### config.mk
export PLATFORM = sky130hd
export DESIGN_NAME = fetch_sequencer_flat
export DESIGN_NICKNAME = d
export VERILOG_FILES = /design/src/rtl/fetch_pkg.sv /design/src/rtl/fetch_sequencer_if.sv /design/src/rtl/branch_lut.sv /design/src/rtl/fetch_sequencer.sv /design/src/flat_wrapper.sv
export SDC_FILE = /design/constraint.sdc
export NUM_CORES = 1
export LEC_CHECK = 0
export ABC_AREA = 0
export CAP_MARGIN = 15
export CORE_ASPECT_RATIO = 2
export CORE_MARGIN = 2
export CORE_UTILIZATION = 48
export DETAILED_ROUTE_END_ITERATION = 12
export GPL_ROUTABILITY_DRIVEN = 1
export PLACE_DENSITY_LB_ADDON = 0.08
export SYNTH_ARGS = -nofsm -noshare
export SYNTH_HDL_FRONTEND = slang
export SYNTH_SLANG_ARGS = --single-unit
### constraint.sdc
create_clock -name clk -period 2.5 [get_ports clk]
set_input_delay 0.5 -clock clk [delete_from_list [all_inputs] [get_ports clk]]
set_output_delay 0.5 -clock clk [all_outputs]
set_load 0.03 [all_outputs]
### src/rtl/fetch_pkg.sv
// Shared types and default widths for the fetch sequencer slice.
package fetch_pkg;

  localparam int PC_W      = 8;
  localparam int IW        = 9;
  localparam int LUT_IDX_W = 5;

  // An all-zero instruction word terminates the program; the ROM also returns it out of range.
  localparam logic [IW-1:0] HALT_CODE = '0;

  typedef enum logic [1:0] {
    IDLE = 2'd0,
    RUN  = 2'd1,
    HALT = 2'd2,
    ACK  = 2'd3
  } fetch_state_e;

endpackage

### src/rtl/fetch_sequencer_if.sv
// Bus between the fetch sequencer, the instruction ROM and the decode/branch stage.
interface fetch_sequencer_if #(
  parameter int PC_W      = 8,
  parameter int IW        = 9,
  parameter int LUT_IDX_W = 5
);

  logic                 start;
  logic                 stall;
  logic                 br_take;
  logic                 br_rel;
  logic [LUT_IDX_W-1:0] br_sel;
  logic [IW-1:0]        mach_code;
  logic [PC_W-1:0]      prog_ctr;
  logic [IW-1:0]        instr;
  logic                 instr_valid;
  logic                 done;

  // Handshake: instr is consumed on every rising edge where instr_valid=1 and stall=0;
  // stall is the only back-pressure and freezes instr/instr_valid/prog_ctr for that cycle.
  modport master (
    output start, stall, br_take, br_rel, br_sel, mach_code,
    input  prog_ctr, instr, instr_valid, done
  );

  modport slave (
    input  start, stall, br_take, br_rel, br_sel, mach_code,
    output prog_ctr, instr, instr_valid, done
  );

endinterface

### src/rtl/branch_lut.sv
// Fixed table of absolute branch targets, indexed by br_sel; unlisted indices map to 0.
module branch_lut #(
  parameter int LUT_IDX_W = 5,
  parameter int PC_W      = 8
) (
  input  logic [LUT_IDX_W-1:0] sel,
  output logic [PC_W-1:0]      target
);

  always_comb begin
    target = '0;
    case (sel)
      LUT_IDX_W'(1): target = PC_W'(8);
      LUT_IDX_W'(2): target = PC_W'(16);
      LUT_IDX_W'(3): target = PC_W'(44);
      LUT_IDX_W'(4): target = PC_W'(60);
      LUT_IDX_W'(5): target = PC_W'(100);
      LUT_IDX_W'(6): target = PC_W'(128);
      LUT_IDX_W'(7): target = PC_W'(200);
      default:       target = '0;
    endcase
  end

endmodule

### src/rtl/fetch_sequencer.sv
// Program fetch sequencer: IDLE/RUN/HALT/ACK control, PC update with branches and stalls.
// Optional RUN-cycle counter output cyc_cnt is built when CYCLE_COUNT_EN is defined.
module fetch_sequencer
  import fetch_pkg::*;
#(
  parameter int PC_W      = fetch_pkg::PC_W,
  parameter int IW        = fetch_pkg::IW,
  parameter int LUT_IDX_W = fetch_pkg::LUT_IDX_W
) (
  input  logic                    clk,
  input  logic                    reset,
  fetch_sequencer_if.slave        bus,
  output fetch_state_e            state
`ifdef CYCLE_COUNT_EN
  ,
  output logic [15:0]             cyc_cnt
`endif
);

  fetch_state_e    state_q, state_d;
  logic [PC_W-1:0] pc_q, pc_d;
  logic [IW-1:0]   instr_q, instr_d;
  logic            valid_q, valid_d;

  logic [PC_W-1:0] lut_target;
  logic [PC_W-1:0] rel_target;
  logic            take;
  logic            halt_hit;

  branch_lut #(
    .LUT_IDX_W (LUT_IDX_W),
    .PC_W      (PC_W)
  ) u_branch_lut (
    .sel    (bus.br_sel),
    .target (lut_target)
  );

  assign rel_target = pc_q + PC_W'(signed'(bus.br_sel));
  // Only a live held instruction can branch; the squashed slot never redirects.
  assign take       = bus.br_take & valid_q;
  assign halt_hit   = (bus.mach_code == IW'(HALT_CODE));

  always_comb begin
    state_d = state_q;
    pc_d    = pc_q;
    instr_d = instr_q;
    valid_d = valid_q;
    unique case (state_q)
      IDLE: begin
        valid_d = 1'b0;
        if (bus.start) begin
          pc_d    = '0;
          state_d = RUN;
        end
      end
      RUN: begin
        if (!bus.stall) begin
          instr_d = bus.mach_code;
          if (take) begin
            valid_d = 1'b0;
            pc_d    = bus.br_rel ? rel_target : lut_target;
          end else if (halt_hit) begin
            valid_d = 1'b0;
            state_d = HALT;
          end else begin
            valid_d = 1'b1;
            pc_d    = pc_q + PC_W'(1);
          end
        end
      end
      HALT: begin
        valid_d = 1'b0;
        if (!bus.start) state_d = ACK;
      end
      ACK: begin
        valid_d = 1'b0;
        state_d = IDLE;
      end
      default: begin
        valid_d = 1'b0;
        state_d = IDLE;
      end
    endcase
  end

  always_ff @(posedge clk) begin
    if (reset) begin
      state_q <= IDLE;
      pc_q    <= '0;
      instr_q <= '0;
      valid_q <= 1'b0;
    end else begin
      state_q <= state_d;
      pc_q    <= pc_d;
      instr_q <= instr_d;
      valid_q <= valid_d;
    end
  end

  assign bus.prog_ctr    = pc_q;
  assign bus.instr       = instr_q;
  assign bus.instr_valid = valid_q;
  assign bus.done        = (state_q == HALT);
  assign state           = state_q;

`ifdef CYCLE_COUNT_EN
  logic [15:0] cnt_q;

  always_ff @(posedge clk) begin
    if (reset) begin
      cnt_q <= '0;
    end else if (state_q == IDLE && bus.start) begin
      cnt_q <= '0;
    end else if (state_q == RUN && cnt_q != 16'hFFFF) begin
      cnt_q <= cnt_q + 16'd1;
    end
  end

  assign cyc_cnt = cnt_q;
`endif

endmodule
### src/flat_wrapper.sv
// flat-port wrapper written by rule: the top's interface ports become plain ports
module fetch_sequencer_flat import fetch_pkg::*;
#(
  parameter int PC_W      = fetch_pkg::PC_W,
  parameter int IW        = fetch_pkg::IW,
  parameter int LUT_IDX_W = fetch_pkg::LUT_IDX_W
)
  (clk, reset, state, bus_start, bus_stall, bus_br_take, bus_br_rel, bus_br_sel, bus_mach_code, bus_prog_ctr, bus_instr, bus_instr_valid, bus_done);
  fetch_sequencer_if #(.PC_W(PC_W), .IW(IW), .LUT_IDX_W(LUT_IDX_W)) bus_i ();
  input  logic clk;
  input  logic reset;
  output fetch_state_e state;
  input wire logic [$bits(bus_i.start)-1:0] bus_start;
  input wire logic [$bits(bus_i.stall)-1:0] bus_stall;
  input wire logic [$bits(bus_i.br_take)-1:0] bus_br_take;
  input wire logic [$bits(bus_i.br_rel)-1:0] bus_br_rel;
  input wire logic [$bits(bus_i.br_sel)-1:0] bus_br_sel;
  input wire logic [$bits(bus_i.mach_code)-1:0] bus_mach_code;
  output wire logic [$bits(bus_i.prog_ctr)-1:0] bus_prog_ctr;
  output wire logic [$bits(bus_i.instr)-1:0] bus_instr;
  output wire logic [$bits(bus_i.instr_valid)-1:0] bus_instr_valid;
  output wire logic [$bits(bus_i.done)-1:0] bus_done;
  assign bus_i.start = bus_start;
  assign bus_i.stall = bus_stall;
  assign bus_i.br_take = bus_br_take;
  assign bus_i.br_rel = bus_br_rel;
  assign bus_i.br_sel = bus_br_sel;
  assign bus_i.mach_code = bus_mach_code;
  assign bus_prog_ctr = bus_i.prog_ctr;
  assign bus_instr = bus_i.instr;
  assign bus_instr_valid = bus_i.instr_valid;
  assign bus_done = bus_i.done;
  fetch_sequencer #(.PC_W(PC_W), .IW(IW), .LUT_IDX_W(LUT_IDX_W)) u_core (.clk(clk), .reset(reset), .bus(bus_i), .state(state));
endmodule
Word-level counts from Yosys, hierarchy flattened
Cells that the tools add are included.
{"block": "op_classes", "n_addsub": 2, "n_reduce_logical": 7, "bitwise": 2, "n_mux": 17, "eq_ne": 16}
{"operator": "8-bit one-hot mux with 7 select lines", "count": 1}
{"operator": "8-bit 2-to-1 mux", "count": 5}
{"operator": "5-bit by 3-bit == test with 1-bit output (second input constant)", "count": 4}
{"operator": "8-bit one-hot mux with 2 select lines", "count": 1}
{"operator": "5-bit by 2-bit == test with 1-bit output (second input constant)", "count": 2}
{"operator": "2-bit 2-to-1 mux", "count": 5}
{"operator": "9-bit zero test", "count": 1}
{"operator": "8-bit by 1-bit adder with 8-bit output (second input constant)", "count": 1}
{"operator": "8-bit adder", "count": 1}
{"operator": "2-bit inequality test (second input constant)", "count": 4}
{"operator": "2-bit one-hot mux with 4 select lines", "count": 1}
{"operator": "5-bit by 1-bit == test with 1-bit output (second input constant)", "count": 1}
{"operator": "5-bit AND reduction", "count": 1}
{"operator": "2-bit == test (second input constant)", "count": 2}
{"operator": "4-bit AND reduction", "count": 1}
{"operator": "1-bit 2-to-1 mux", "count": 3}
{"operator": "3-bit by 2-bit inequality test with 1-bit output (second input constant)", "count": 1}
{"operator": "3-bit OR reduction", "count": 1}
{"operator": "2-bit by 1-bit == test with 1-bit output (second input constant)", "count": 1}
{"operator": "2-bit zero test", "count": 1}
{"operator": "2-bit by 1-bit inequality test with 1-bit output (second input constant)", "count": 1}
{"operator": "1-bit one-hot mux with 2 select lines", "count": 1}
{"operator": "2-bit AND reduction", "count": 1}
{"operator": "2-bit nonzero test", "count": 1}
{"operator": "other kinds (2)", "count": 2}
{"block": "word_totals", "output_inout_bits": 21, "wordCells": 48, "input_bits": 20, "regBits": 20}

Depth between registers and ports, before layout
Gate-level depths: netlist of run 1.
{"block": "depth", "depth_word": 6, "ltp_mapped": 8, "depth_no_buf": 7}

Hierarchy
Synthesis of run 1 repeated with hierarchy kept, for this count alone.
{"block": "unflattened", "cells_unflattened": 210, "area_unflattened_um2": 1654.1}
{"module": "fetch_sequencer", "cells_per_inst": 195, "area_per_inst_um2": 1540.2, "n_inst": 1, "seq_area_each_um2": 400.4}
{"module": "branch_lut", "cells_per_inst": 15, "area_per_inst_um2": 113.9, "n_inst": 1, "seq_area_each_um2": 0.0}

Worst setup path after synthesis of run 1
No wires, ideal clock.
{"block": "synth_path", "path_kind": "reg-to-reg", "start": "reg u_core.pc_q[0], in the netlist u_core.bus.prog_ctr[0]", "end": "reg u_core.pc_q[6], in the netlist u_core.bus.prog_ctr[6]", "setup_slack_ns": 0.243, "path_stages_with_launch": 8, "arrival_ns": 2.140, "period_less_slack_ns": 2.257, "cell_sequence": "dfxtp_1 ha_1 fa_1 a211oi_1 nor4b_1 nor4_1 o32ai_2 a22o_1"}
{"block": "synth_via", "elab_chain_len": 5, "elab_cells_between_ends": 7}
{"element": "start, declared", "line": "fetch_sequencer.sv:21", "rtl": "logic [PC_W-1:0] pc_q, pc_d;"}
{"element": "start signal, assigned", "line": "fetch_sequencer.sv:94", "rtl": "pc_q <= pc_d;"}
{"element": "8-bit by 1-bit adder with 8-bit output or 8-bit adder (tied branches)", "line": "fetch_sequencer.sv:67, fetch_sequencer.sv:38"}
{"element": "8-bit 2-to-1 mux (on tied branches)", "line": "fetch_sequencer.sv:62, fetch_sequencer.sv:61"}
{"element": "8-bit 2-to-1 mux *", "line": "fetch_sequencer.sv:59", "rtl": "if (take) begin"}
{"element": "8-bit 2-to-1 mux *", "line": "fetch_sequencer.sv:57", "rtl": "if (!bus.stall) begin"}
{"element": "8-bit one-hot mux with 2 select lines *", "line": "fetch_sequencer.sv:48", "rtl": "unique case (state_q)"}
Mark *: on every way between the ends. The rest lies on a longest branch, timed or not. The select of a mux whose other input is x is not followed.
A chain may end at the register's enable or synchronous reset.

Final worst setup path of run 1
{"block": "layout_path", "start": "in bus_br_sel[4]", "end": "reg u_core.pc_q[6], in the netlist u_core.bus.prog_ctr[6]"}
{"block": "layout_via", "elab_chain_len": 6, "elab_cells_between_ends": 13}
{"element": "start, declared", "line": "flat_wrapper.sv:17", "rtl": "input wire logic [$bits(bus_i.br_sel)-1:0] bus_br_sel;"}
{"element": "branches (longest 2 deep; another with 8-bit adder)"}
{"element": "8-bit 2-to-1 mux *", "line": "fetch_sequencer.sv:61", "rtl": "pc_d = bus.br_rel ? rel_target : lut_target;"}
{"element": "8-bit 2-to-1 mux *", "line": "fetch_sequencer.sv:59"}
{"element": "8-bit 2-to-1 mux *", "line": "fetch_sequencer.sv:57"}
{"element": "8-bit one-hot mux with 2 select lines *", "line": "fetch_sequencer.sv:48"}
Mark *: on every way between the ends. The select of a mux whose other input is x is not followed.

==> flow_metrics.env, run 1 <==
export IMPL_via_per_inst=6.14
export IMPL_synth_area_per_cell_um2=7.64
export IMPL_p_leak_nw=0.819
export IMPL_yosys_area_top_type="dfxtp_1"
export IMPL_synthSimpleGateAreaFrac_pct=26.4
export IMPL_clock_sinks=20
export IMPL_nets=288
export IMPL_mostFrequentLayoutCells="clkdlybuf4s50_1 (39), nand2_1 (31), a21oi_1 (23)"
export IMPL_final_common_cell="clkdlybuf4s50_1"
export IMPL_utilization_pct=68.0
export IMPL_path_class="in2reg"
export IMPL_hold_viol_final=0
export IMPL_synth_area_top_cells="dfxtp_1 (26%), ha_1 (9.7%), nand2_1 (7.5%)"
export IMPL_cp_arrival_ns=2.56
export IMPL_cts_hold_buf=0
export IMPL_status="finished clean"
export IMPL_fin_area_um2=2120
export IMPL_ant_nets=0
export IMPL_seq_area_frac_synth_pct=26.0
export IMPL_port_buffer_count=40
export IMPL_netlist_instances=202
export IMPL_root_buffer="clkbuf_8"
export IMPL_cp_start_kind="input port"
export IMPL_hold_path_class="reg2reg"
export IMPL_maxCapViolCount=0
export IMPL_fin_crit_ns=2.36
export IMPL_cp_required_ns=2.71
export IMPL_fmax_mhz=424
export IMPL_synth_xor_area_share_pct=2.84
export IMPL_grt_pass1_wl_um=7730
export IMPL_tritoncts="done"
export IMPL_synth_top_family_by_area="compound AO/OA/AOI/OAI gates"
export IMPL_synthMuxAreaShare_pct=0.649
export IMPL_period_share_pct=94.3
export IMPL_syn_nets=235
export IMPL_vias=1745
export IMPL_fp_dieArea_um2=3710
export IMPL_syn2layout_area_growth_pct=37.5
export IMPL_synth_edf_count=0
export IMPL_insertion_delay_ns=0.26
export IMPL_drive_above_1_share_pct=11.1
export IMPL_ys_flop_type="dfxtp_1"
export IMPL_die_h_um=84.2
export IMPL_syn_area_um2=1540
export IMPL_wl_um=4730
export IMPL_grt_max_degree=21
export IMPL_cp_end_kind="register"
export IMPL_synth_distinct_cells=54
export IMPL_p_per_area_nw_per_um2=694
export IMPL_path_clk_slew_ns=0.07
export IMPL_htree_levels=1
export IMPL_antenna_found_initial=0
export IMPL_path_max_fanout=5
export IMPL_core_area_um2=3120
export IMPL_start_util_pct=49.4
export IMPL_timing_hold_ws_ns=0.461
export IMPL_worst_pin_slew_ns=0.565
export IMPL_synth_fa_ha_area_share_pct=11.0
export IMPL_drc=0
export IMPL_relSlewSlack_pct=62.2
export IMPL_avgRoutedWirePerCell_um=16.7
export IMPL_gp_congestion=0.848
export IMPL_ir_drop_v=0.000564
export IMPL_synth_compound_area_share_pct=28.2
export IMPL_setup_violations=0
export IMPL_synth_seq_cells=20
export IMPL_grt_usage_pct=27.1
export IMPL_overflow=0
export IMPL_finalSetupTns_ns=0
export IMPL_fin_skew_ns=0.00190
export IMPL_dr_pass1_iters=4
export IMPL_drt_iter0_drc=32
export IMPL_grt_pass1_vias=1830
export IMPL_synth_async_reset_ratio_pct=0
export IMPL_std_cell_rows=29
export IMPL_cts_made_buffers=3
export IMPL_finalMaxSlewViolations=0
export IMPL_hpwl_um=3800
export IMPL_yosys_warnings=0
export IMPL_io_pins=41
export IMPL_dieWidth_um=44.1
export IMPL_diodes=0
export IMPL_place_area_um2=2060
export IMPL_clock_path_buffers=2
export IMPL_yosysTopAreaCellShare_pct=26.0
-- path summary, 6_finish.rpt --
kind,from,cells past startpoint,slack [ns],end
max,bus_br_sel[4],8,0.14,u_core.bus.prog_ctr[6]$_SDFFE_PP0P_
max reg2reg,u_core.bus.prog_ctr[0]$_SDFFE_PP0P_,8,0.35,u_core.bus.prog_ctr[6]$_SDFFE_PP0P_
min,u_core.bus.instr[7]$_SDFFE_PP0P_,2,0.46,u_core.bus.instr[7]$_SDFFE_PP0P_
min reg2reg,u_core.bus.instr[7]$_SDFFE_PP0P_,2,0.46,u_core.bus.instr[7]$_SDFFE_PP0P_
-- critical path, stage by stage --
cell and delay [ns]:
clkdlybuf4s50_1 0.60, ha_1 0.32, nand2b_1 0.21, nor4b_1 0.34, nor4_1 0.10, buf_4 0.15, o32ai_2 0.19, a22o_1 0.15
-- where the power goes --
group,switching [W],internal (W)
Clock,0.000105,0.000107
Combinational,0.000484,0.000361
Sequential,0.0000481,0.000367
-- cells in the mapped netlist, drive strengths merged, types with 2 or more instances --
| cell type | number |
|---|---|
| a31oi | 3 |
| and3b | 2 |
| nor4 | 2 |
| nor3 | 6 |
| clkbuf | 7 |
| nand2b | 2 |
| o31ai | 2 |
| nand2 | 31 |
| a311oi | 4 |
| or2 | 2 |
| xor2 | 2 |
| ha | 12 |
| a21oi | 23 |
| inv | 9 |
| dfxtp | 20 |
| buf | 2 |
| nand3 | 6 |
| o21ai | 8 |
| o21a | 2 |
| o32ai | 3 |
| and3 | 3 |
| a21o | 3 |
| xnor2 | 3 |
| or3 | 3 |
| nand4 | 2 |
| a211oi | 3 |
| nor2b | 3 |
| nor2 | 14 |
-- metrics by stage --
stage               cells  power [W]  setup WS [ns]
finish                284    0.00147          0.143
global route          284    0.00156       -0.00521
CTS                   283    0.00147       0.000672
global placement      280    0.00122         -0.303
detailed placement    280    0.00125         -0.336
floorplan             202   0.000959          0.243
-- area by class of cell --
| class | count | area [µm²] |
|---|---|---|
| multi-input combinational | 164 | 1080 |
| clock buffer | 3 | 41.3 |
| tap | 31 | 38.8 |
| timing repair buffer | 57 | 531 |
| sequential | 20 | 400 |
| inverter | 9 | 33.8 |
| fill | 277 | 1000 |
-- flip-flops by register name, indices dropped and copies added, names as in the netlist --
register,flops
u_core.bus.prog_ctr,8
u_core.bus.instr,9
u_core.bus.instr_valid,1
u_core.state,2
-- logic make-up (layout without fill, tap and decap cells) --
kind of cell / Yosys count / count (layout)
AND/OR/NAND/NOR: 81 / 81
AO/OA/AOI/OAI: 64 / 64
flip-flops: 20 / 20
buffers and inverters: 18 / 69
adder cells (fa/ha/maj): 13 / 13
XOR/XNOR: 5 / 5
multiplexers: 1 / 1
-- per-layer routing --
metal / vias to the layer above / part of all wire [%] / GRT usage, %
li1: 846 / - / -
met1: 820 / 35 / 25.5
met3: 19 / 3.0 / 2.37
met4: 0 / 5.4 / 17.4
met5: - / 0 / 0
met2: 60 / 56 / 51.1
-- repair_timing --
action,4_1_cts,5_1_grt
setup endpoints to repair,1,1
setup buffers,0,1
pin swaps,0,3
gates resized for setup,2,2
Power figures use the tool's default switching activity.
==> run 2: changes to the inputs <==
--- a/config.mk
+++ b/config.mk
@@ -7,12 +7,13 @@
 export LEC_CHECK = 0
 export ABC_AREA = 0
 export CAP_MARGIN = 15
-export CORE_ASPECT_RATIO = 2
 export CORE_MARGIN = 2
-export CORE_UTILIZATION = 48
+export CORE_UTILIZATION = 63
 export DETAILED_ROUTE_END_ITERATION = 12
+export DONT_BUFFER_PORTS = 1
 export GPL_ROUTABILITY_DRIVEN = 1
 export PLACE_DENSITY_LB_ADDON = 0.08
+export REMOVE_ABC_BUFFERS = 1
 export SYNTH_ARGS = -nofsm -noshare
 export SYNTH_HDL_FRONTEND = slang
 export SYNTH_SLANG_ARGS = --single-unit
==> run 2 against run 1 <==
Net effect:
- worst setup slack better by 0.13 ns
- largest cell class unchanged
- worst hold slack worse by 0.22 ns
- cell area is 23% lower
- largest power group unchanged
==> flow_metrics.env, run 2 (synthesized netlist as in run 1, its figures left out) <==
export IMPL_status="finished clean"
export IMPL_diodes=0
export IMPL_htree_levels=1
export IMPL_cts_made_buffers=3
export IMPL_fin_crit_ns=2.23
export IMPL_cp_start_kind="register"
export IMPL_vias=1526
export IMPL_tritoncts="done"
export IMPL_cp_required_ns=2.71
export IMPL_maxCapViolCount=0
export IMPL_r2r_start="u_core.bus.prog_ctr[0]$_SDFFE_PP0P_"
export IMPL_grt_pass1_vias=1346
export IMPL_clock_sinks=20
export IMPL_cpMaxStageDelayCell="fa_1"
export IMPL_period_share_pct=89.2
export IMPL_ctsResizeCount=0
export IMPL_hold_path_class="in2reg"
export IMPL_p_per_area_nw_per_um2=743
export IMPL_dr_pass1_iters=4
export IMPL_start_util_pct=68.4
export IMPL_ff2ff_path_depth=7
export IMPL_worstPathCellList="ha_1 -> fa_1 -> a211oi_1 -> nor4b_1 -> nor4_1 -> o32ai_2 -> a22o_1"
export IMPL_critPathLaunch="u_core.bus.prog_ctr[0]$_SDFFE_PP0P_"
export IMPL_p_leak_nw=0.634
export IMPL_path_class="reg2reg"
export IMPL_relSlewSlack_pct=65.6
export IMPL_r2r_slack_ns=0.27
export IMPL_cp_arrival_ns=2.44
export IMPL_overflow=0
export IMPL_core_area_um2=2250
export IMPL_avgRoutedWirePerCell_um=16.4
export IMPL_drc=0
export IMPL_hpwl_um=3030
export IMPL_finalSetupTns_ns=0
export IMPL_root_buffer="clkbuf_4"
export IMPL_ant_nets=0
export IMPL_crit_end="u_core.bus.prog_ctr[6]$_SDFFE_PP0P_"
export IMPL_setup_violations=0
export IMPL_fin_skew_ns=0.00424
export IMPL_grt_max_degree=22
export IMPL_mostFrequentLayoutCells="nand2_1 (31), a21oi_1 (23), dfxtp_1 (20)"
export IMPL_nets=242
export IMPL_via_per_inst=6.49
export IMPL_finalMaxSlewViolations=0
export IMPL_fmax_mhz=448
export IMPL_drive_above_1_share_pct=9.18
export IMPL_grt_usage_pct=28.7
export IMPL_wl_um=3850
export IMPL_hold_viol_final=0
export IMPL_path_clk_slew_ns=0.11
export IMPL_cp_end_kind="register"
export IMPL_gp_congestion=1.02
export IMPL_antenna_found_initial=0
export IMPL_critPathMaxStageDelay_ns=0.44
export IMPL_io_pins=41
export IMPL_port_buffer_count=0
export IMPL_die_h_um=53.5
export IMPL_final_common_cell="nand2_1"
export IMPL_rsz0062_at_grt="no"
export IMPL_insertion_delay_ns=0.31
export IMPL_std_cell_rows=17
export IMPL_syn2layout_area_growth_pct=6.33
export IMPL_r2r_end="u_core.bus.prog_ctr[6]$_SDFFE_PP0P_"
export IMPL_worst_pin_slew_ns=0.515
export IMPL_dieWidth_um=53.5
export IMPL_fp_dieArea_um2=2860
export IMPL_ir_drop_v=0.000746
export IMPL_largest_reg_flops=9
export IMPL_cts_setup_buffers=0
export IMPL_grt_pass1_wl_um=5910
export IMPL_path_max_fanout=3
export IMPL_clock_path_buffers=2
export IMPL_timing_hold_ws_ns=0.240
export IMPL_min_delay_start="reset"
export IMPL_drt_iter0_drc=56
export IMPL_cts_hold_buf=0
==> run 2: through the flow <==
step	util [%]	worst slack (ns)	power [W]	std cells	instance area, µm²
detailed placement	71.8	0.135	0.00107	232	1620
finish	72.8	0.269	0.00122	235	1640
CTS	72.8	0.288	0.00121	235	1640
global route	72.8	0.176	0.00130	235	1640
global placement	71.8	0.158	0.00104	232	1620
floorplan	-	0.246	0.000914	193	1500
==> run 2: how the worst min path moves through the flow <==
stage | end | slack, ns | cells past startpoint
after detailed placement | u_core.state[0]$_SDFFE_PP0P_ | 0.53 | 2
after global placement | u_core.state[0]$_SDFFE_PP0P_ | 0.52 | 2
after CTS | u_core.bus.instr[1]$_SDFFE_PP0P_ | 0.24 | 1
after floorplan | u_core.bus.instr[0]$_SDFFE_PP0P_ | 0.57 | 1
after global routing | u_core.bus.instr_valid$_SDFFE_PP0N_ | 0.24 | 1
final | u_core.bus.instr_valid$_SDFFE_PP0N_ | 0.24 | 1
==> run 2: where the power goes <==
group          total, W  leakage [nW]  internal, W  switching [W]
Combinational  0.000627         0.458     0.000237       0.000389
Clock          0.000157        0.0138    0.0000565       0.000101
Sequential     0.000435         0.162     0.000366      0.0000685
==> run 2: cell type report <==
cell class | count | area, µm²
multi-input cells | 164 | 1070
flip-flops and latches | 20 | 400
repair buffers | 11 | 82.6
fillers | 185 | 614
well taps | 28 | 35.0
inverters | 9 | 33.8
clock buffers | 3 | 22.5
==> run 2: metal layers <==
| metal | global-route usage (%) | part of all wire (%) |
|---|---|---|
| met2 | 48.6 | 48 |
| met3 | 5.65 | 7.0 |
| met1 | 37.7 | 44 |
| met5 | 0 | 0 |
| met4 | 5.13 | 0.86 |
==> run 2: critical path: cells and delay by family (launching register included) <==
| kind | cells | cell delay, ns |
|---|---|---|
| compound gates | 3 | 0.60 |
| simple gates | 2 | 0.53 |
| flops | 1 | 0.33 |
| fa+ha+maj | 2 | 0.67 |
